### src/rtl/fp_pkg.sv
// Shared IEEE-754 single-precision field widths, class flag bit positions
// and the class type used by the result queue.
package fp_pkg;

  localparam int EXP_W  = 8;
  localparam int FRAC_W = 23;

  localparam logic [7:0] EXP_MAX = 8'hFF;

  // Bit positions inside an fp_class_t word ({nan, inf, denorm, zero}).
  localparam int FLAG_ZERO   = 0;
  localparam int FLAG_DENORM = 1;
  localparam int FLAG_INF    = 2;
  localparam int FLAG_NAN    = 3;

  typedef logic [3:0] fp_class_t;

endpackage

### src/rtl/fp_classify.sv
// Combinational classifier: maps an FP word to a one-hot (or all-zero)
// class vector {nan, inf, denorm, zero}. The sign bit does not affect class.
module fp_classify
  import fp_pkg::*;
#(
  parameter int WIDTH = 32
) (
  input  logic [WIDTH-1:0] word,
  output fp_class_t        cls
);

  logic [EXP_W-1:0]               exp_s;
  logic [FRAC_W-1:0]              frac_s;
  logic [WIDTH-EXP_W-FRAC_W-1:0]  sign_unused_s;

  assign exp_s         = word[FRAC_W +: EXP_W];
  assign frac_s        = word[FRAC_W-1:0];
  assign sign_unused_s = word[WIDTH-1:EXP_W+FRAC_W];

  // Decode exponent/fraction extremes into at most one class flag.
  always_comb begin
    cls = 4'b0000;
    if (exp_s == EXP_MAX) begin
      if (frac_s != {FRAC_W{1'b0}}) begin
        cls[FLAG_NAN] = 1'b1;
      end else begin
        cls[FLAG_INF] = 1'b1;
      end
    end else if (exp_s == {EXP_W{1'b0}}) begin
      if (frac_s != {FRAC_W{1'b0}}) begin
        cls[FLAG_DENORM] = 1'b1;
      end else begin
        cls[FLAG_ZERO] = 1'b1;
      end
    end else begin
      cls = 4'b0000;
    end
  end

endmodule

### src/rtl/fp_result_queue.sv
// First-word-fall-through queue of FP results. Each entry carries the result
// word, its operation tag and a class vector computed when it is pushed.
// Sticky bits remember whether any NaN or Inf has been pushed.
module fp_result_queue
  import fp_pkg::*;
#(
  parameter int DEPTH = 4,
  parameter int WIDTH = 32
) (
  input  logic                       clk,
  input  logic                       rst,
  input  logic                       in_valid,
  output logic                       in_ready,
  input  logic [WIDTH-1:0]           in_result,
  input  logic                       in_op,
  output logic                       out_valid,
  input  logic                       out_ready,
  output logic [WIDTH-1:0]           out_result,
  output logic                       out_op,
  output logic [3:0]                 out_flags,
  output logic [$clog2(DEPTH):0]     count,
  output logic [1:0]                 sticky,
  input  logic                       clr_sticky
);

  localparam int PTR_W   = $clog2(DEPTH);
  localparam int CNT_W   = PTR_W + 1;
  localparam int ENTRY_W = WIDTH + 1 + 4;

  // Entry layout: {op, class[3:0], result[WIDTH-1:0]}.
  logic [ENTRY_W-1:0] mem_r [DEPTH];

  logic [PTR_W-1:0] wr_ptr_r;
  logic [PTR_W-1:0] rd_ptr_r;
  logic [CNT_W-1:0] count_r;
  logic             in_ready_r;
  logic             out_valid_r;
  logic [1:0]       sticky_r;

  fp_class_t        push_cls_s;
  logic             push_s;
  logic             pop_s;
  logic [CNT_W-1:0] count_nxt_s;
  logic [1:0]       sticky_nxt_s;
  logic [ENTRY_W-1:0] head_s;

  fp_classify #(.WIDTH(WIDTH)) u_classify (
    .word (in_result),
    .cls  (push_cls_s)
  );

  // Handshakes use the registered ready/valid, so a full queue never
  // accepts a push even when the head is popped in the same cycle.
  assign push_s = in_valid & in_ready_r;
  assign pop_s  = out_valid_r & out_ready;

  // Next occupancy and next sticky state; set beats clear.
  always_comb begin
    count_nxt_s  = count_r;
    sticky_nxt_s = sticky_r;
    case ({push_s, pop_s})
      2'b10:   count_nxt_s = count_r + CNT_W'(1);
      2'b01:   count_nxt_s = count_r - CNT_W'(1);
      default: count_nxt_s = count_r;
    endcase
    if (clr_sticky) begin
      sticky_nxt_s = 2'b00;
    end else begin
      sticky_nxt_s = sticky_r;
    end
    if (push_s) begin
      sticky_nxt_s = sticky_nxt_s | {push_cls_s[FLAG_NAN], push_cls_s[FLAG_INF]};
    end else begin
      sticky_nxt_s = sticky_nxt_s;
    end
  end

  // Control state: pointers, occupancy, registered ready/valid and sticky.
  always_ff @(posedge clk) begin
    if (rst) begin
      wr_ptr_r    <= {PTR_W{1'b0}};
      rd_ptr_r    <= {PTR_W{1'b0}};
      count_r     <= {CNT_W{1'b0}};
      in_ready_r  <= 1'b1;
      out_valid_r <= 1'b0;
      sticky_r    <= 2'b00;
    end else begin
      if (push_s) begin
        wr_ptr_r <= wr_ptr_r + PTR_W'(1);
      end
      if (pop_s) begin
        rd_ptr_r <= rd_ptr_r + PTR_W'(1);
      end
      count_r     <= count_nxt_s;
      in_ready_r  <= (count_nxt_s != CNT_W'(DEPTH));
      out_valid_r <= (count_nxt_s != {CNT_W{1'b0}});
      sticky_r    <= sticky_nxt_s;
    end
  end

  // Entry storage; contents are not cleared by reset, only the pointers are.
  always_ff @(posedge clk) begin
    if (push_s && !rst) begin
      mem_r[wr_ptr_r] <= {in_op, push_cls_s, in_result};
    end
  end

  assign head_s     = mem_r[rd_ptr_r];
  assign out_result = head_s[WIDTH-1:0];
  assign out_flags  = head_s[WIDTH+3:WIDTH];
  assign out_op     = head_s[WIDTH+4];

  assign in_ready  = in_ready_r;
  assign out_valid = out_valid_r;
  assign count     = count_r;
  assign sticky    = sticky_r;

endmodule
### config.mk
export PLATFORM = sky130hd
export DESIGN_NAME = fp_result_queue
export DESIGN_NICKNAME = d
export VERILOG_FILES = /design/src/rtl/fp_pkg.sv /design/src/rtl/fp_classify.sv /design/src/rtl/fp_result_queue.sv
export SDC_FILE = /design/constraint.sdc
export NUM_CORES = 1
export LEC_CHECK = 0
export CELL_PAD_IN_SITES_DETAIL_PLACEMENT = 1
export CELL_PAD_IN_SITES_GLOBAL_PLACEMENT = 2
export CORE_MARGIN = 1.5
export CORE_UTILIZATION = 38
export DETAILED_ROUTE_END_ITERATION = 7
export PLACE_DENSITY = 0.78
export SLEW_MARGIN = 25
export SYNTH_ARGS = -nofsm -noshare
export SYNTH_HDL_FRONTEND = slang
export SYNTH_SLANG_ARGS = --single-unit
### constraint.sdc
create_clock -name clk -period 2.1 [get_ports clk]
set_clock_uncertainty 0.1 [all_clocks]
set_input_delay 0.21 -clock clk [delete_from_list [all_inputs] [get_ports clk]]
set_output_delay 0.21 -clock clk [all_outputs]
set_load 0.01 [all_outputs]
==> impl_results.md <==
* Outcome: finished clean
* Drt total wl at 12.9 mm
* Largest net degree at the start of global routing at 24
* Die Y at 129 um
* Placement-stage cell area at 7350 um^2
* Synth warnings at 0
* Final hold slack at 0.318 ns
* Final Max Tran Viols at 0
* Static Leak at 2.69 nW
* Synth top area cells: edfxtp_1, mux4_2, dfxtp_1
* Synth cell types at 31
* # port buffers at 81
* CP Max Fanout at 5
* Mux cell area share after synthesis at 14.0%
* Prevailing post-synth register cell: edfxtp_1
* Top-count cell post-synth: edfxtp_1
* Clk_lat worst skew at 0.41 ns
* Max-Cap Viols at 0
* Clock slew at reported path FFs at 0.06 ns
* Post-route ant nets at 0
* Placer Congestion at 0.737
* Residual DRC at 0
* CORE AREA at 15300 um^2
* Inserted Clock Buffers at 17
* P per Cell Area at 1040 nW/um^2
* Compound-Gate Fraction of Synth Area at 0.624%
* Critical Path Sink Type: output pin
* Synth async-reset ratio at 0%
* EDFF count, synth at 148
* Fillers at 1398
* Die Footprint at 16600 um^2
* Vias at 3099
* Post-layout minimum cycle time at 2.05 ns
* Final net count at 441
* Critical Path RT at 1.79 ns
* Grt ovf at 0
* CTS Sinks at 161
* Synth cell count leaders: edfxtp_1, mux4_2, nor2_1, dfxtp_1, nand2_1
* Largest area contributor in the netlist: edfxtp_1
* Root Driver: clkbuf_16
* Syn_area_per_cell at 22.0 um^2
* Slew @ Worst Pin at 0.376 ns
* Setup Viol. Count Final at 0
* CTS tree: yes
* Critical Path Start Type: flip-flop
* Finished layout cell area at 8020 um^2
* Gate Count Post-Synth at 274
* Top-area cell type share of the netlist area at 73.8%
* Setup_tns at 0 ns
* H-tree Lvls at 4
* Gr usage total at 16.5%
* HP Class: in2reg
* Slew HR at 74.7%
* Row count at 45
* Peak supply drop at 0.524 mV
* Number of vias per cell at 4.99
* WP data arrival at 1.74 ns
* Clock Path Buffers at 2
* Vias in the first global route at 3421
* Io pins at 82
* Final Hold Viols at 0
* Mapped Area at 6020 um^2
* Adder-Cell Fraction of Synth Area at 1.37%
* Final worst-path cycle share at 97.6%
* Wire per inst at 20.7 um
* Synth Area in XOR/XNOR at 0.727%
* Initial core utilization at 39.3%
* Synth Register Bits at 161
* Area growth from synthesis to layout at 33.2%
* Sequential cell area fraction in the yosys report at 78.2%
* Largest family of logic cells by synthesized area: multiplexers
* Max Clock Freq at 488 MHz
* Share of layout cells above drive strength 1 at 36.3%
* First-pass GRT wire length at 19.4 mm
* Synth Area in Simple Gates at 3.91%
* Synth Net Count at 318
* Initial drt markers at 187
* Setup CP Type: reg2out
* Die W at 129 um
* Dpl hpwl at 7.72 mm
* Antenna violations before repair at 0
* # diodes at 0
* DRT Pass-1 Iters at 4
* RSZ-0062 raised after global routing: yes
## cells by family (layout without fill, tap and decap cells)
group | after synthesis | in the layout
buffers and inverters | 11 | 147
AND/OR/NAND/NOR | 47 | 47
multiplexers | 38 | 38
AO/OA/AOI/OAI | 6 | 6
XOR/XNOR | 5 | 5
flip-flops | 161 | 161
adder cells (fa/ha/maj) | 6 | 6
## cell usage in the layout, fill, tap and decap left out, types with 2 or more instances in the layout
cell	synthesis	layout
edfxtp_1	148	148
clkdlybuf4s50_1	0	44
mux4_2	37	37
buf_2	3	28
clkbuf_16	0	19
nor2_1	16	16
buf_12	0	13
buf_4	1	13
dfxtp_1	13	10
nand2_1	9	9
buf_6	3	8
nor4_1	6	6
clkbuf_8	0	5
and2_2	0	4
ha_1	5	4
clkinv_2	0	4
nand4_1	3	3
xnor2_1	3	3
bufinv_16	0	3
clkbuf_2	1	3
inv_1	2	2
nor3_1	2	2
xor2_1	2	2
dfxtp_2	0	2
clkinv_4	0	2
buf_16	0	2
## registers in the layout (all words and copies together) (netlist names), named ones only
signal,count
sticky,2
mem_r,148
count,3
wr_ptr_r,2
out_valid,1
in_ready,1
rd_ptr_r,2
## path summary, 6_finish.rpt
path	endpoint	from	cells after the start	slack [ns]
hold / removal	wr_ptr_r[1]	in_valid	3	0.32
setup reg to reg	in_ready	out_valid	7	0.06
hold reg to reg	wr_ptr_r[1]	in_ready	2	0.41
setup / recovery	out_flags[2]	flip-flop	4	0.05
## layout make-up
class                           count  area [um^2]  area share [%]
Timing Repair Buffer              113         1150            14.3
Multi-Input combinational cell    102         1260            15.7
Sequential cell                   161         4710            58.8
Inverter                            2         7.51          0.0937
Tap cell                          211          264            3.29
Clock buffer                       23          498            6.21
Clock inverter                      9          128            1.59
## per-stage QoR
step / total power [mW] / utilization [%] / std cells / setup WS (ns)
after floorplan: 4.45 / - / 274 / 0.0782
after global placement: 5.12 / 48.0 / 581 / -0.181
after detailed placement: 5.15 / 48.0 / 581 / -0.302
after CTS: 8.41 / 52.1 / 620 / -0.0186
after global routing: 8.64 / 52.3 / 621 / -0.0104
final: 8.34 / 52.3 / 621 / 0.0507
## per-layer routing
layer | up-vias | share of wire (%) | global-route usage (%)
met5 | - | 0 | 0
met4 | 0 | 0.92 | 4.76
met3 | 11 | 4.5 | 4.86
met2 | 88 | 50 | 27.1
met1 | 1613 | 45 | 21.3
li1 | 1387 | - | -
## timing repair
item,in CTS,in global routing
gates resized for setup,153,9
buffers inserted,4,0
pin swaps,0,2
hold buffers,0,0
gates cloned,3,2
setup endpoints to repair,37,22
## worst max-delay path, stage by stage, from the launching register on
cell,delay [ns]
dfxtp_4,0.37
buf_6,0.12
buf_12,0.12
mux4_2,0.56
buf_6,0.15
## where the power goes
group	switching (mW)	internal, mW
registers	0.0705	3.66
clock network	1.16	2.02
logic	0.628	0.792
No activity file was read; power rests on OpenSTA's default activity.
==> edit 1 (config.mk and constraints unchanged) <==
Change the parameter `DEPTH` from 4 to 16.
--- a/src/rtl/fp_result_queue.sv
+++ b/src/rtl/fp_result_queue.sv
@@ -4,7 +4,7 @@
 module fp_result_queue
   import fp_pkg::*;
 #(
-  parameter int DEPTH = 4,
+  parameter int DEPTH = 16,
   parameter int WIDTH = 32
 ) (
   input  logic                       clk,
Ports: changed (resized count); port bits go from 82 to 84. The function was not compared with the original's and may differ.
==> edit 1 against the unedited design <==
The run now ends with negative setup slack left. Sequential cell count up 452. Setup slack got worse by 0.92 ns. Routed wire length rose to 4.6 times the old value. Die area increased to 3.8 times the old value. Total power grew to 3.5 times the old value. First-iteration DRC count rose to 5.6 times the old value. Synthesized area increased to 3.9 times the old value. Clock power grew to 3.4 times the old value. Cell area rose to 3.7 times the old value. Synthesized cell count grew to 3.5 times the old value. Critical path depth is 2 higher. Combinational power rose to 3.4 times the old value. Critical endpoint is now out_result[11]. Largest cell class unchanged.
==> edit 1: results (changes against the unedited design) <==
metric	value	unit	change
vias	11434		was 3099
cts.repair.resized	264		was 153
dp_hpwl	33.5	mm	was 7.72 mm
grt_pass1_vias	12482		was 3421
cts_buffers	60		was 17
synth_fa_ha_area_frac	0.00370		was 0.0137
synth.yosys.seq_area_share	0.768		was 0.782
place_congestion	0.731		was 0.737
synth.area.top_cells	edfxtp_1 75%, mux4_2 12%, mux4_1 7.1%, dfxtp_1 1.8%, nor2_1 0.52%		was edfxtp_1 74%, mux4_2 14%, dfxtp_1 4.3%, ha_1 1.0%, nor2_1 1.0%
pwr-share-clk	0.373		was 0.382
largest_reg_flops	592		was 148
vdd_drop_max	0.593	mV	was 0.524 mV
wl_met2	29.9	mm	was 6.38 mm
outcome	complete, but fails checks		was completed
fin_cells	2153		was 621
grt_pass1_wl	85.5	mm	was 19.4 mm
cts_setup_buffers	30		was 4
met1_length	23.5	mm	was 5.79 mm
clk-insertion-delay-late	0.61	ns	was 0.41 ns
p_sw	6.52	mW	was 1.86 mW
violations	negative setup slack		
firstDrtPassIters	5		was 4
synth_compound_area_frac	0.00475		was 0.00624
gr-usage-all-layers	0.187		was 0.165
setup_viol	37		was 0
setup_tns	-29.64	ns	was 0 ns
pre_cts_ws	-0.636	ns	was -0.302 ns
nets	1315		was 441
htree_levels	2		was 4
ys_types	44		was 31
synthCells	972		was 274
dr_wl_met3	3.92	mm	was 578 um
drive_gt1_frac	0.411		was 0.363
power.density	984	nW/um^2	was 1040 nW/um^2
grtUsageMet1	0.242		was 0.213
fin_ws	-0.867	ns	was 0.0507 ns
## edit 1: cell types whose count changed in the layout (fill, tap and decap cells not counted), sizes merged, moves of 8 or more
cell / change
buf: +171
mux4: +148
nor2: +17
edfxtp: +444
nor3: +8
dfxtp: +8
clkbuf: +48
clkinv: +16
## edit 1: layout make-up
class / count / area (um^2)
Timing Repair Buffer: 284 / 3490
Clock buffer: 73 / 1570
Clock inverter: 35 / 427
Tap cell: 837 / 1050
Fill cell: 5557 / 31800
Sequential cell: 613 / 18200
Multi-Input combinational cell: 306 / 5190
Inverter: 5 / 23.8
## edit 1: final timing paths
path | endpoint | depth (start not counted) | from | slack (ns)
worst max-delay path | out_result[11] | 6 | flop | -0.87
worst min-delay path | sticky[0] | 4 | clr_sticky | 0.14
worst max register to register | in_ready | 11 | in_ready | 0.07
worst min register to register | sticky[0] | 2 | sticky[0] | 0.41
## edit 1: logic make-up after synthesis
group	Yosys count
xor+xnor	11
simple gates	85
compound gates	17
buf+inv	53
mux	186
flops	613
fa+ha+maj	7
==> edit 2 (same settings) <==
Made on the original files. Put a register stage on the output `out_flags`, without a reset. The value now appears one clock later. The other outputs are not delayed to match.
--- a/src/rtl/fp_result_queue.sv
+++ b/src/rtl/fp_result_queue.sv
@@ -107,7 +107,9 @@
 
   assign head_s     = mem_r[rd_ptr_r];
   assign out_result = head_s[WIDTH-1:0];
-  assign out_flags  = head_s[WIDTH+3:WIDTH];
+  always_ff @(posedge clk) begin
+    out_flags <= head_s[WIDTH+3:WIDTH];
+  end
   assign out_op     = head_s[WIDTH+4];
 
   assign in_ready  = in_ready_r;
Formal check against the unedited RTL: not equivalent (Yosys sat finds a counterexample within 4 cycles, from zero or initial values and one cycle with rst high).
==> edit 2 against the unedited design <==
Total power is 0.37% lower. Setup slack lost 0.031 ns. Cell area is 1.7% higher. Synthesized area up 5.3%. Routed wire length decreased by 0.96%. Sequential cell count up 4. First-iteration DRC count decreased by 20%.
==> edit 2: results (changes against the unedited design) <==
metric	value	unit	change
outcome	completed		unchanged
drive_gt1_frac	0.364		was 0.363
fin_cells	643		was 621
grt_pass1_vias	3425		was 3421
firstDrtPassIters	4		unchanged
top_register	mem_r		unchanged
synth.avg_cell_area	20.5	um^2	was 22.0 um^2
dp_hpwl	7.64	mm	was 7.72 mm
synthFlopType	edfxtp_1		unchanged
viasPerCell	4.84		was 4.99
dp_cells	599		was 581
netlist_top_cells_count	148 x edfxtp_1, 37 x mux4_2, 33 x buf_4		was 148 x edfxtp_1, 37 x mux4_2, 16 x nor2_1
cellLeakagePower	2.73	nW	was 2.69 nW
tightestPinTransition	0.377	ns	was 0.376 ns
crit_slowest_cell	mux4_2		unchanged
ys_types	31		unchanged
synth.area.top_cells	edfxtp_1 70%, mux4_2 13%, dfxtp_1 5.4%, buf_4 3.9%, ha_1 0.99%		was edfxtp_1 74%, mux4_2 14%, dfxtp_1 4.3%, ha_1 1.0%, nor2_1 1.0%
clk-insertion-delay-late	0.42	ns	
vdd_drop_max	0.599	mV	was 0.524 mV
path_max_fanout	6		was 5
ff2ff_path_depth	7		unchanged
syn_nets	354		was 318
crit_end	out_result[20]		was out_flags[2]
drt_iter0_markers	149		was 187
place_area	7500	um^2	was 7350 um^2
grt_pass1_wl	20.0	mm	was 19.4 mm
gr-usage-all-layers	0.157		was 0.165
cts_buffers	17		unchanged
hold_slack	0.287	ns	was 0.318 ns
ys_async_sr_fraction	0		unchanged
grt_max_degree	38		was 24
antenna_cells	0		unchanged
place_congestion	0.718		was 0.737
wire_per_inst	19.8	um	was 20.7 um
synth.yosys.seq_area_share	0.755		was 0.782
nets	454		was 441
largest_reg_flops	148		unchanged
r2r_setup_slack	0.04	ns	was 0.06 ns
slowest_delay	0.52	ns	was 0.56 ns
## edit 2: what timing repair did
action	in CTS	in global routing
hold buffers	0	0
endpoints found under the hold margin	0	0
pin swaps	0	2
gates cloned	2	0
endpoints found under the setup margin	33	48
gates resized for setup	127	23
buffers inserted	11	2
## edit 2: cell families after synthesis
| kind of cell | synth area share |
|---|---|
| AND/OR/NAND/NOR | 0.0371 |
| adder cells (fa/ha/maj) | 0.0130 |
| XOR/XNOR | 0.00691 |
| multiplexers | 0.133 |
| flip-flops | 0.755 |
| AO/OA/AOI/OAI | 0.00592 |
| buffers and inverters | 0.0493 |
## edit 2: worst max-delay path, delay by kind of cell, from the launching register on
kind | cells | cell delay [ns]
buffers and inverters | 3 | 0.39
DFF | 1 | 0.44
muxes | 1 | 0.52
## edit 2: layout make-up
type | count | area [um^2]
clock buffers | 19 | 453
clock inverters | 13 | 131
fillers | 1548 | 8310
inverters | 2 | 7.51
multi-input cells | 102 | 1280
flip-flops and latches | 165 | 4790
well taps | 220 | 275
repair buffers | 122 | 1220
## edit 2: through the flow
stage | utilization | TNS (ns) | setup WS (ns)
after floorplan | - | 0 | 0.0782
after global placement | 0.455 | -4.62 | -0.255
after detailed placement | 0.455 | -5.88 | -0.345
after CTS | 0.500 | -0.261 | -0.109
after global routing | 0.495 | -0.250 | -0.0443
final | 0.495 | 0 | 0.0195
## edit 2: power breakdown
group	total [mW]	switching, mW	internal (mW)
clock	3.03	1.22	1.80
combinational	1.44	0.613	0.825
sequential	3.84	0.0921	3.75
total	8.30	1.93	6.38
## edit 2: per-layer routing
metal	GRT usage	routed length (um)
met1	0.193	5490
met2	0.259	6460
met3	0.0515	605
met4	0.0580	182
met5	0	0
